[config.mk]
export PLATFORM = sky130hd
export DESIGN_NAME = multicycle_maindec
export DESIGN_NICKNAME = d
export VERILOG_FILES = /design/src/rtl/multicycle_pkg.sv /design/src/rtl/multicycle_maindec_opclass_dec.sv /design/src/rtl/multicycle_maindec.sv
export SDC_FILE = /design/constraint.sdc
export NUM_CORES = 1
export LEC_CHECK = 0
export ABC_AREA = 1
export BUFFER_PORTS_ARGS = -buffer_cell sky130_fd_sc_hd__buf_2
export CAP_MARGIN = 20
export CORE_UTILIZATION = 35
export DETAILED_ROUTE_END_ITERATION = 10
export GPL_TIMING_DRIVEN = 1
export SYNTH_ARGS = -nofsm -noshare
export SYNTH_HDL_FRONTEND = slang
export SYNTH_SLANG_ARGS = --single-unit
[constraint.sdc]
create_clock -name clk -period 1.2 [get_ports clk]
set_input_delay 0 -clock clk [delete_from_list [all_inputs] [get_ports clk]]
set_output_delay 0 -clock clk [all_outputs]
set_load 0.05 [all_outputs]
[src/rtl/multicycle_pkg.sv]
// Shared types and encodings for the multi-cycle LEGv8 main control unit.
// Holds the FSM state enum, the opcode class enum, the casez opcode patterns
// and the datapath select encodings used by the top and by opclass_dec.
package multicycle_pkg;

   localparam int unsigned STATE_W = 4;
   localparam int unsigned OPC_W   = 11;

   typedef enum logic [STATE_W-1:0] {
      FETCH    = 4'd0,
      DECODE   = 4'd1,
      EXEC_R   = 4'd2,
      EXEC_I   = 4'd3,
      WB_ALU   = 4'd4,
      MEM_ADDR = 4'd5,
      MEM_RD   = 4'd6,
      MEM_WR   = 4'd7,
      WB_MEM   = 4'd8,
      BRANCH   = 4'd9,
      JUMP     = 4'd10,
      HALT     = 4'd11
   } state_t;

   typedef enum logic [2:0] {
      OC_ILLEGAL = 3'd0,
      OC_R       = 3'd1,
      OC_IMM     = 3'd2,
      OC_LDUR    = 3'd3,
      OC_STUR    = 3'd4,
      OC_CBZ     = 3'd5,
      OC_CBNZ    = 3'd6,
      OC_B       = 3'd7
   } op_class_t;

   // Opcode patterns; '?' bits are don't-care in casez
   localparam logic [OPC_W-1:0] OPC_LDUR = 11'b11111000010;
   localparam logic [OPC_W-1:0] OPC_STUR = 11'b11111000000;
   localparam logic [OPC_W-1:0] OPC_R    = 11'b1??0101?000;
   localparam logic [OPC_W-1:0] OPC_CBZ  = 11'b10110100???;
   localparam logic [OPC_W-1:0] OPC_CBNZ = 11'b10110101???;
   localparam logic [OPC_W-1:0] OPC_ADDI = 11'b1001000100?;
   localparam logic [OPC_W-1:0] OPC_SUBI = 11'b1101000100?;
   localparam logic [OPC_W-1:0] OPC_B    = 11'b000101?????;

   localparam logic [1:0] ALUOP_ADD   = 2'b00;
   localparam logic [1:0] ALUOP_PASSB = 2'b01;
   localparam logic [1:0] ALUOP_FUNCT = 2'b10;

   localparam logic [1:0] PCSRC_PC4 = 2'b00;
   localparam logic [1:0] PCSRC_BR  = 2'b01;
   localparam logic [1:0] PCSRC_B   = 2'b10;

   localparam logic [1:0] SRCB_REG  = 2'b00;
   localparam logic [1:0] SRCB_FOUR = 2'b01;
   localparam logic [1:0] SRCB_IMM  = 2'b10;

endpackage

[src/rtl/multicycle_maindec_opclass_dec.sv]
// Combinational opcode classifier: Op -> op_class_t.
// Ports: op_i (opcode field), class_o (decoded class; OC_ILLEGAL if unknown).
// With EXT_EN=0 only R-format/LDUR/STUR/CBZ are recognised.
module opclass_dec
   import multicycle_pkg::*;
#(
   parameter int unsigned OP_W   = 11,
   parameter bit          EXT_EN = 1'b1
) (
   input  logic [OP_W-1:0] op_i,
   output op_class_t       class_o
);

   always_comb begin
      class_o = OC_ILLEGAL;
      casez (op_i)
         OPC_LDUR:           class_o = OC_LDUR;
         OPC_STUR:           class_o = OC_STUR;
         OPC_R:              class_o = OC_R;
         OPC_CBZ:            class_o = OC_CBZ;
         OPC_CBNZ:           if (EXT_EN) class_o = OC_CBNZ;
         OPC_ADDI, OPC_SUBI: if (EXT_EN) class_o = OC_IMM;
         OPC_B:              if (EXT_EN) class_o = OC_B;
         default:            class_o = OC_ILLEGAL;
      endcase
   end

endmodule

[src/rtl/multicycle_maindec.sv]
// Multi-cycle LEGv8 main control unit.
// Inputs : clk, reset (sync, active-low), Op (opcode, used in DECODE),
//          zero (ALU flag, used in BRANCH), mem_ready (memory handshake).
// Outputs: datapath enables/selects decoded from the current state, sticky
//          illegal/timeout flags and state_o for debug.
module multicycle_maindec
   import multicycle_pkg::*;
#(
   parameter int unsigned OP_W     = 11,
   parameter bit          EXT_EN   = 1'b1,
   parameter int unsigned MAX_WAIT = 15
) (
   input  logic            clk,
   input  logic            reset,
   input  logic [OP_W-1:0] Op,
   input  logic            zero,
   input  logic            mem_ready,
   output logic            mem_req,
   output logic            MemRead,
   output logic            MemWrite,
   output logic            IorD,
   output logic            IRWrite,
   output logic            PCWrite,
   output logic [1:0]      PCSrc,
   output logic            Reg2Loc,
   output logic [1:0]      ALUSrcB,
   output logic [1:0]      ALUOp,
   output logic            MemtoReg,
   output logic            RegWrite,
   output logic            illegal,
   output logic            timeout,
   output logic [3:0]      state_o
);

   localparam int unsigned CNT_W = $clog2(MAX_WAIT + 1);

   state_t           state_q, state_d;
   op_class_t        class_q, class_d, class_c;
   logic [CNT_W-1:0] cnt_q, cnt_d;
   logic             illegal_q, illegal_d;
   logic             timeout_q, timeout_d;
   logic             req_c;
   logic             wait_hit_c;

   opclass_dec #(.OP_W(OP_W), .EXT_EN(EXT_EN)) u_opclass_dec (
      .op_i    (Op),
      .class_o (class_c)
   );

   assign req_c      = (state_q == FETCH) || (state_q == MEM_RD) || (state_q == MEM_WR);
   assign wait_hit_c = req_c && !mem_ready && (cnt_q == CNT_W'(MAX_WAIT));
   assign state_o    = state_q;

   // Next state, wait counter, latched class and sticky flags
   always_comb begin
      state_d   = state_q;
      class_d   = class_q;
      cnt_d     = '0;
      illegal_d = illegal_q;
      timeout_d = timeout_q;

      if (req_c && !mem_ready) begin
         if (wait_hit_c) begin
            timeout_d = 1'b1;
            state_d   = HALT;
         end else begin
            cnt_d = CNT_W'(cnt_q + 1'b1);
         end
      end

      case (state_q)
         FETCH:    if (mem_ready) state_d = DECODE;
         DECODE: begin
            class_d = class_c;
            case (class_c)
               OC_LDUR, OC_STUR: state_d = MEM_ADDR;
               OC_R:             state_d = EXEC_R;
               OC_IMM:           state_d = EXEC_I;
               OC_CBZ, OC_CBNZ:  state_d = BRANCH;
               OC_B:             state_d = JUMP;
               default: begin
                  state_d   = HALT;
                  illegal_d = 1'b1;
               end
            endcase
         end
         EXEC_R, EXEC_I:        state_d = WB_ALU;
         WB_ALU, WB_MEM:        state_d = FETCH;
         MEM_ADDR:              state_d = (class_q == OC_STUR) ? MEM_WR : MEM_RD;
         MEM_RD:   if (mem_ready) state_d = WB_MEM;
         MEM_WR:   if (mem_ready) state_d = FETCH;
         BRANCH, JUMP:          state_d = FETCH;
         HALT:                  state_d = HALT;
         default:               state_d = HALT;
      endcase
   end

   // State register with synchronous active-low reset
   always_ff @(posedge clk) begin
      if (!reset) begin
         state_q   <= FETCH;
         class_q   <= OC_ILLEGAL;
         cnt_q     <= '0;
         illegal_q <= 1'b0;
         timeout_q <= 1'b0;
      end else begin
         state_q   <= state_d;
         class_q   <= class_d;
         cnt_q     <= cnt_d;
         illegal_q <= illegal_d;
         timeout_q <= timeout_d;
      end
   end

   // Datapath controls decoded from state; FETCH/MEM handshakes and the
   // branch decision also look at mem_ready/zero in the same cycle.
   always_comb begin
      mem_req  = 1'b0;
      MemRead  = 1'b0;
      MemWrite = 1'b0;
      IorD     = 1'b0;
      IRWrite  = 1'b0;
      PCWrite  = 1'b0;
      PCSrc    = PCSRC_PC4;
      Reg2Loc  = 1'b0;
      ALUSrcB  = SRCB_REG;
      ALUOp    = ALUOP_ADD;
      MemtoReg = 1'b0;
      RegWrite = 1'b0;
      illegal  = illegal_q;
      timeout  = timeout_q;

      case (state_q)
         FETCH: begin
            mem_req = 1'b1;
            MemRead = 1'b1;
            ALUSrcB = SRCB_FOUR;
            IRWrite = mem_ready;
            PCWrite = mem_ready;
         end
         EXEC_R: ALUOp = ALUOP_FUNCT;
         EXEC_I: begin
            ALUSrcB = SRCB_IMM;
            ALUOp   = ALUOP_FUNCT;
         end
         WB_ALU: RegWrite = 1'b1;
         MEM_ADDR: begin
            ALUSrcB = SRCB_IMM;
            Reg2Loc = (class_q == OC_STUR);
         end
         MEM_RD: begin
            mem_req = 1'b1;
            MemRead = 1'b1;
            IorD    = 1'b1;
         end
         MEM_WR: begin
            mem_req  = 1'b1;
            MemWrite = 1'b1;
            IorD     = 1'b1;
            Reg2Loc  = 1'b1;
         end
         WB_MEM: begin
            RegWrite = 1'b1;
            MemtoReg = 1'b1;
         end
         BRANCH: begin
            Reg2Loc = 1'b1;
            ALUOp   = ALUOP_PASSB;
            PCSrc   = PCSRC_BR;
            PCWrite = ((class_q == OC_CBZ) && zero) || ((class_q == OC_CBNZ) && !zero);
         end
         JUMP: begin
            PCWrite = 1'b1;
            PCSrc   = PCSRC_B;
         end
         default: ;
      endcase

      // While reset is held, present a quiet fetch with no enables
      if (!reset) begin
         mem_req  = 1'b1;
         MemRead  = 1'b1;
         MemWrite = 1'b0;
         IorD     = 1'b0;
         IRWrite  = 1'b0;
         PCWrite  = 1'b0;
         PCSrc    = PCSRC_PC4;
         Reg2Loc  = 1'b0;
         ALUSrcB  = SRCB_REG;
         ALUOp    = ALUOP_ADD;
         MemtoReg = 1'b0;
         RegWrite = 1'b0;
         illegal  = 1'b0;
         timeout  = 1'b0;
      end
   end

endmodule

==> results.yml, run 1 <==
power:
  internal-power_uw: 1950
  clockPowerShare: 0.068
  switchingPower_uw: 2130
  peakVddDrop_uv: 746
  combPwrFrac: 0.748
  switching_share: 0.522
  sequentialPowerShare: 0.184
  power.density_nw_per_um2: 2090
  p_leak_uw: 0.00102
final_layout:
  nFillCells: 273
  final_nets: 281
  drive_above_1_share: 0.477
  n_antenna_cell: 0
  area_growth_pct: 76.9
logic_synthesis:
  synth_mux_area_frac: 0
  synth-compound-area-share: 0.143
  synth_edf_count: 0
  synth_area_um2: 1100
  synthDominantCellAreaShare: 0.236
  synth_fa_ha_area_frac: 0.0113
  synth_common_cells: "47 x nand2_1, 45 x nor2_1, 30 x inv_1"
  synthMostInstantiatedCell: "nand2_1"
  syn-num-nets: 212
  yosys_warnings: 0
  synthFlopType: "dfxtp_1"
  avgSynthCellArea_um2: 5.64
  syn_inst: 196
  synth_xor_area_frac: 0.0159
  synthDistinctLibCells: 29
  seq_area_frac_synth: 0.236
  synth_area_leaders: "dfxtp_1 24%, nand2_1 16%, nor2_1 15%"
  ys_ff_latch: 13
  synth_top_family_by_area: "simple AND/OR/NAND/NOR gates"
  synth_area_leader_cell: "dfxtp_1"
  async_flop_share: 0
  synth-simple-area-share: 0.458
worst_setup_path:
  worstPathMaxFanout: 4
  crit_path_end_kind: "output pin"
  cp_data_required_time_ns: 1.20
  worstSetupStartpointType: "flop"
  worstSetupPathType: "reg2out"
  cp.arrival_ns: 1.50
timing:
  period_share: 1.25
  finalClockSkew_ns: 0.00249
  max_slew_margin: 0.779
  grt_setup_unrepaired: "yes"
  fmax_mhz: 665
  hold_ws_ns: 0.132
  worstMarginPinSlew_ns: 0.331
  slew_viol_final: 0
  hold_viol: 0
  period_needed_ns: 1.50
  fin_setup_tns_ns: -3.68
  setup_viol: 24
  timing.final.ws_setup_ns: -0.304
placement:
  port_buffers: 35
  routabilityCongestion: 0.814
  dp_hpwl_um: 2350
route:
  wl_um: 3470
  drt_first_pass_iters: 7
  via_count: 1411
  viasPerCell: 4.58
  drtIter0Drc: 51
  route.detailed.wl_per_inst_um: 11.3
  drcViolationCount: 1
  antenna_left: 0
cts:
  clk_pin_slew_ns: 0.08
  root_buffer: "clkbuf_4"
  postCtsHoldBufs: 0
  htreeDepth: 1
  cts_buffer_depth: 2
  clk_latency_ns: 0.27
  cts_tree: "done"
  cts_buffers: 3
  cts_sinks: 13
global_routing:
  grt_pass1_wl_um: 5440
  grtUsageTotal: 0.211
  grt_overflow: 0
  antenna_found_initial: 0
  grt_pass1_vias: 1297
  grt_start_max_net_pins: 19
status:
  failed_checks: "DRC, setup timing"
  status: "complete, but fails checks"
floorplanning:
  dieHeight_um: 58.2
  io_pins: 36
  dieArea_um2: 3390
  start_util: 0.365
  die_w_um: 58.2
  row_count: 20
  core-area_um2: 3030
run:
  drv_cap: 0
hold_path:
  hold_class: "in2reg"
[metrics by stage]
step	std cells	worst slack (ns)	utilization	power [uW]	area [um^2]
final	308	-0.304	0.645	4080	1950
after global placement	292	-0.0981	0.522	3020	1580
after CTS	305	-0.269	0.614	3800	1860
after floorplan	196	-0.152	-	2240	1220
after global routing	308	-0.358	0.645	4310	1950
after detailed placement	292	-0.109	0.522	3020	1580
[path summary, 6_finish.rpt]
check             start          to  slack (ns)  cells past startpoint
max          state_o[0]     PCWrite       -0.30                      5
min               reset    cnt_q[3]        0.13                      3
max reg2reg  state_o[2]  state_o[1]       -0.16                     10
min reg2reg   timeout_q   timeout_q        0.45                      2
[power groups by stage]
stage | Combinational, uW | Sequential, uW | Clock (uW)
global route | 3240 | 765 | 308
detailed placement | 2290 | 732 | 0
floorplan | 1320 | 916 | 0
finish | 3050 | 751 | 276
global placement | 2290 | 725 | 0
CTS | 2780 | 725 | 290
[area by class of cell]
cell class | count | area, um^2 | share of cell area
Inverter | 38 | 160 | 0.0819
Tap cell | 44 | 55.1 | 0.0282
Multi-Input combinational cell | 143 | 891 | 0.456
Timing Repair Buffer | 66 | 547 | 0.280
Sequential cell | 13 | 275 | 0.141
Clock buffer | 4 | 26.3 | 0.0134
[cell usage in the layout, fill, tap and decap left out, types with 4 or more instances in the layout]
cell type  Yosys  routed
nand2_4        0       6
buf_2          1      20
nand3_1        9       6
a21oi_1        8       4
dfxtp_1       13       9
nor2_1        45      31
nand2_1       47      41
nand3_2        1       4
inv_1         30      27
nor2_2         0       6
nand2_2        4       4
a21oi_2        1       4
o21ai_1        0       4
buf_4          0      24
inv_2          7       5
buf_6          0      17
dfxtp_4        0       4
nor2_4         2      10
buf_8          0       5
[sequential cells by signal, summed over array words and instances, names as in the netlist]
signal and cells:
state_o 4, timeout_q 1, cnt_q 4, illegal_q 1
class_q 3
[logic make-up (layout without fill, tap and decap cells)]
family / count (synthesis) / in the layout
and+or+nand+nor: 115 / 115
buffers and inverters: 40 / 108
AOI/OAI and AO/OA: 25 / 25
DFF: 13 / 13
xor gates and xnor gates: 2 / 2
adders and majority gates: 1 / 1
[worst max-delay path: stages (launching register included)]
cell and delay [ns]:
dfxtp_4 0.37, buf_4 0.14, nor2_1 0.19, nand2_1 0.16, a31oi_4 0.20, buf_6 0.18
[repair_timing]
item	CTS	global route
setup buffers	9	7
pin swaps	10	14
setup endpoints to repair	23	28
gates resized for setup	57	24
[routing by layer]
layer / global-route usage / vias to the layer above / wire length, um / share of wire
met3: 0.0246 / 4 / 82 / 0.024
met1: 0.242 / 626 / 1480 / 0.43
li1: - / 749 / - / -
met4: 0.0782 / 0 / 34 / 0.0098
met5: 0 / - / 0 / 0
met2: 0.397 / 32 / 1880 / 0.54
(Power assumes the default switching activity.)
==> run 2, diff against run 1 <==
--- a/config.mk
+++ b/config.mk
@@ -11,6 +11,7 @@
 export CORE_UTILIZATION = 35
 export DETAILED_ROUTE_END_ITERATION = 10
 export GPL_TIMING_DRIVEN = 1
+export PLACE_DENSITY_LB_ADDON = 0.2
 export SYNTH_ARGS = -nofsm -noshare
 export SYNTH_HDL_FRONTEND = slang
 export SYNTH_SLANG_ARGS = --single-unit
==> run 2 against run 1 <==
The flow finishes with violations (setup timing). Setup slack improved by 0.049 ns. First-iteration DRC count fell by 5.9%. Non-clock buffer count decreased by 9. Critical path depth up 1. Global-route usage fell by 2.0 points. Largest power group unchanged. Highest routed layer unchanged.
==> results.yml, run 2 (synthesized netlist as in run 1, its figures left out) <==
status:
  status: "complete, but fails checks"
  failed_checks: "setup timing"
power:
  sequentialPowerShare: 0.205
  switching_share: 0.527
  internal-power_uw: 1720
  switchingPower_uw: 1910
  p_leak_uw: 0.000919
  combPwrFrac: 0.720
  clockPowerShare: 0.075
  power.density_nw_per_um2: 2020
  peakVddDrop_uv: 907
route:
  via_count: 1347
  viasPerCell: 4.51
  route.detailed.wl_per_inst_um: 10.1
  drt_first_pass_iters: 4
  wl_um: 3030
  antenna_left: 0
  drtIter0Drc: 48
  drcViolationCount: 0
timing:
  max_slew_margin: 0.812
  period_needed_ns: 1.45
  hold_viol: 0
  worstMarginPinSlew_ns: 0.280
  timing.final.ws_setup_ns: -0.255
  grt_setup_unrepaired: "yes"
  slew_viol_final: 0
  period_share: 1.21
  setup_viol: 23
  fin_setup_tns_ns: -3.25
  hold_ws_ns: 0.0935
  fmax_mhz: 687
  finalClockSkew_ns: 0.00316
final_layout:
  n_antenna_cell: 0
  final_common_cell: "nand2_1"
  final_nets: 272
  instances_no_fill: 299
  post-route-util: 0.594
  area_growth_pct: 62.9
  final_cell_mix: "44 x nand2_1, 31 x nor2_1, 28 x inv_1"
  drive_above_1_share: 0.431
global_routing:
  grt_overflow: 0
  antenna_found_initial: 0
  grt_pass1_vias: 1206
  grt_pass1_wl_um: 5050
  grtUsageTotal: 0.191
  grt_start_max_net_pins: 19
floorplanning:
  start_util: 0.365
  die_w_um: 58.2
  core-area_um2: 3030
  row_count: 20
  dieArea_um2: 3390
  io_pins: 36
  dieHeight_um: 58.2
worst_setup_path:
  r2r-end: "state_o[2]"
  reg2reg_from: "state_o[2]"
  worstSetupStartpointType: "flop"
  crit_path_end_kind: "output pin"
  max_stage_delay_ns: 0.37
  cp_cell_sequence: "inv_2 -> nand2_2 -> nor2_4 -> o2111ai_2 -> a31oi_4 -> buf_6"
  endpoint: "PCWrite"
  cp.arrival_ns: 1.45
  worstSetupPathType: "reg2out"
  r2r_cells: 9
  cp_data_required_time_ns: 1.20
  worstPathMaxFanout: 3
  r2r_slack_ns: -0.15
  crit_start: "state_o[1]"
  cp_slowest_cell: "dfxtp_4"
cts:
  htreeDepth: 1
  cts_tree: "done"
  root_buffer: "clkbuf_4"
  cts_buffer_depth: 2
  cts_buffers: 3
  clk_pin_slew_ns: 0.08
  clk_latency_ns: 0.28
  cts_sinks: 13
placement:
  dp_hpwl_um: 2360
  pre_cts_ws_ns: -0.0969
  port_buffers: 35
  routabilityCongestion: 0.848
  dp.cells: 292
hold_path:
  hold_class: "in2reg"
run:
  drv_cap: 0
==> run 2: cell types whose count changed in the layout (fill, tap and decap cells not counted), sizes merged <==
cell  before  now
buf       66   57
==> run 2: power by group through the flow <==
stage | combinational [uW] | clock (uW) | sequential (uW)
after detailed placement | 2230 | 0 | 727
after global placement | 2230 | 0 | 729
after global routing | 2800 | 310 | 757
after floorplan | 1320 | 0 | 916
final | 2610 | 272 | 744
after CTS | 2500 | 282 | 732
==> run 2: critical path, delay by kind of cell (launching register included) <==
family / cells / cell delay, ns
AOI/OAI and AO/OA: 2 / 0.30
DFF: 1 / 0.37
buffers and inverters: 2 / 0.24
and+or+nand+nor: 2 / 0.26
==> run 2: area by class of cell <==
type                            count  area [um^2]
Clock buffer                        4         26.3
Sequential cell                    13          275
Fill cell                         279         1230
Multi-Input combinational cell    143          836
Timing Repair Buffer               57          454
Inverter                           38          153
Tap cell                           44         55.1
==> run 2: worst min-delay path by stage <==
stage,cells past startpoint,slack [ns],end,startpoint
floorplan,3,0.18,cnt_q[1],mem_ready
global placement,3,0.38,state_o[3],reset
detailed placement,3,0.38,state_o[3],reset
CTS,3,0.08,state_o[3],reset
global route,3,0.10,cnt_q[0],reset
finish,3,0.09,cnt_q[1],reset
==> run 2: layer usage <==
layer | wire length [um] | up-vias | GRT usage
li1 | - | 732 | -
met1 | 1550 | 584 | 0.251
met2 | 1370 | 27 | 0.307
met3 | 97 | 4 | 0.0558
met4 | 10 | 0 | 0.0442
met5 | 0 | - | 0
==> run 2: repair_timing <==
| item | 4_1_cts | 5_1_grt |
|---|---|---|
| resized for setup | 42 | 9 |
| pin swaps | 3 | 1 |
| buffers inserted | 1 | 3 |
| hold buffers | 0 | 0 |
| setup endpoints to repair | 23 | 26 |
==> run 2: through the flow <==
stage | area (um^2) | power [uW]
5_1_grt | 1800 | 3860
3_3_place_gp | 1590 | 2960
4_1_cts | 1760 | 3520
3_5_place_dp | 1590 | 2960
6_report | 1800 | 3630
2_1_floorplan | 1220 | 2240
==> run 3, diff against run 2 <==
--- a/config.mk
+++ b/config.mk
@@ -12,6 +12,8 @@
 export DETAILED_ROUTE_END_ITERATION = 10
 export GPL_TIMING_DRIVEN = 1
 export PLACE_DENSITY_LB_ADDON = 0.2
+export REMOVE_ABC_BUFFERS = 1
+export SKIP_CTS_REPAIR_TIMING = 1
 export SYNTH_ARGS = -nofsm -noshare
 export SYNTH_HDL_FRONTEND = slang
 export SYNTH_SLANG_ARGS = --single-unit
==> run 3 against run 2 <==
The run still ends with setup timing left. Total power decreased by 2.4%. Critical path depth grew 1. Register-to-register slack better by 0.08 ns. Final cell count fell by 0.67%. Sequential power grew 3%. Critical endpoint unchanged. Largest cell class unchanged.
==> results.yml, run 3 (synthesized netlist as in run 1, its figures left out) <==
global_routing:
  grt_pass1_wl_um: 4570
  grt_start_max_net_pins: 19
  antenna_found_initial: 0
  grt_pass1_vias: 1117
  grt_overflow: 0
  grtUsageTotal: 0.171
worst_setup_path:
  crit_top_cell: "nor2_4"
  worstPathMaxFanout: 5
  max_stage_delay_ns: 0.40
  r2r_slack_ns: -0.07
  cp.arrival_ns: 1.48
  reg2reg_from: "state_o[1]"
  cp_data_required_time_ns: 1.20
  crit_start: "state_o[3]"
  cp_cell_sequence: "inv_4 -> nor2_4 -> inv_2 -> nor2_4 -> o2111ai_2 -> a31oi_1 -> buf_4"
  crit_path_end_kind: "output pin"
  r2r-end: "state_o[3]"
  worstSetupPathType: "reg2out"
  r2r_cells: 7
  worstSetupStartpointType: "flop"
  cp_slowest_cell: "dfxtp_4"
timing:
  period_needed_ns: 1.48
  max_slew_margin: 0.833
  fmax_mhz: 677
  slew_viol_final: 0
  period_share: 1.23
  finalClockSkew_ns: 0.00502
  grt_setup_unrepaired: "yes"
  setup_viol: 23
  hold_viol: 0
  worstMarginPinSlew_ns: 0.251
  timing.final.ws_setup_ns: -0.277
  hold_ws_ns: 0.0983
floorplanning:
  dieArea_um2: 3390
  start_util: 0.365
  io_pins: 36
  die_w_um: 58.2
  core-area_um2: 3030
  row_count: 20
  dieHeight_um: 58.2
route:
  viasPerCell: 4.54
  wl_um: 2990
  antenna_left: 0
  drtIter0Drc: 28
  via_count: 1347
  drt_first_pass_iters: 4
  drcViolationCount: 0
  route.detailed.wl_per_inst_um: 10.1
placement:
  dp_hpwl_um: 2200
  routabilityCongestion: 0.824
  port_buffers: 35
  dp.cells: 292
status:
  status: "complete, but fails checks"
  failed_checks: "setup timing"
cts:
  clk_latency_ns: 0.27
  cts_buffer_depth: 2
  cts_buffers: 3
  cts_tree: "done"
  htreeDepth: 1
  root_buffer: "clkbuf_4"
  cts_sinks: 13
  clk_pin_slew_ns: 0.08
final_layout:
  multi_input_area_um2: 800
  area_growth_pct: 57.0
  seq_area_um2: 273
  instances_no_fill: 297
  nFillCells: 300
  final_common_cell: "nand2_1"
  n_antenna_cell: 0
  final_cell_mix: "43 x nand2_1, 34 x nor2_1, 28 x inv_1"
  drive_above_1_share: 0.419
  final_nets: 270
hold_path:
  hold_class: "in2reg"
  hold-path-endpoint: "state_o[3]"
  whs_path_depth: 3
  min-delay-start: "reset"
power:
  power.total_uw: 3540
  power.density_nw_per_um2: 2040
  peakVddDrop_uv: 654
  p_leak_uw: 0.000907
run:
  drv_cap: 0
-- run 3: through the flow --
| stage | worst slack [ns] | util | instance area [um^2] | setup TNS (ns) |
|---|---|---|---|---|
| global placement | -0.0917 | 0.485 | 1470 | -0.640 |
| finish | -0.277 | 0.573 | 1730 | -2.38 |
| CTS | -0.425 | 0.494 | 1500 | -4.91 |
| floorplan | -0.881 | - | 1100 | -12.12 |
| global route | -0.354 | 0.573 | 1730 | -4.51 |
| detailed placement | -0.108 | 0.485 | 1470 | -0.579 |
-- run 3: how the worst max path moves through the flow --
stage | end | slack [ns] | cells past startpoint
2_1_floorplan | Reg2Loc | -0.88 | 6
3_3_place_gp | state_o[2] | -0.09 | 8
3_5_place_dp | PCWrite | -0.11 | 7
4_1_cts | PCWrite | -0.42 | 7
5_1_grt | PCWrite | -0.35 | 7
6_report | PCWrite | -0.28 | 7
-- run 3: area by class of cell --
class | count | share of cell area
tap | 44 | 0.0317
multi-input combinational | 143 | 0.461
sequential | 13 | 0.157
clock buffer | 4 | 0.0152
timing repair buffer | 55 | 0.245
inverter | 38 | 0.0895
-- run 3: critical path: cells and delay by family, from the launching register on --
family | cells | cell delay, ns
AO/OA/AOI/OAI | 2 | 0.29
AND/OR/NAND/NOR | 2 | 0.20
buffers and inverters | 3 | 0.33
flip-flops | 1 | 0.40
-- run 3: where the power goes --
part | internal (uW) | leakage [uW] | total, uW | switching (uW)
registers | 588 | 0.000109 | 763 | 175
logic | 945 | 0.000783 | 2500 | 1560
clock network | 129 | 0.0000150 | 274 | 146
-- run 3: routing by layer --
| layer | up-vias | global-route usage | part of all wire | routed length, um |
|---|---|---|---|---|
| li1 | 724 | - | - | - |
| met1 | 584 | 0.221 | 0.43 | 1290 |
| met2 | 35 | 0.302 | 0.51 | 1540 |
| met3 | 4 | 0.0179 | 0.037 | 110 |
| met4 | 0 | 0.0408 | 0.015 | 46 |
| met5 | - | 0 | 0 | 0 |
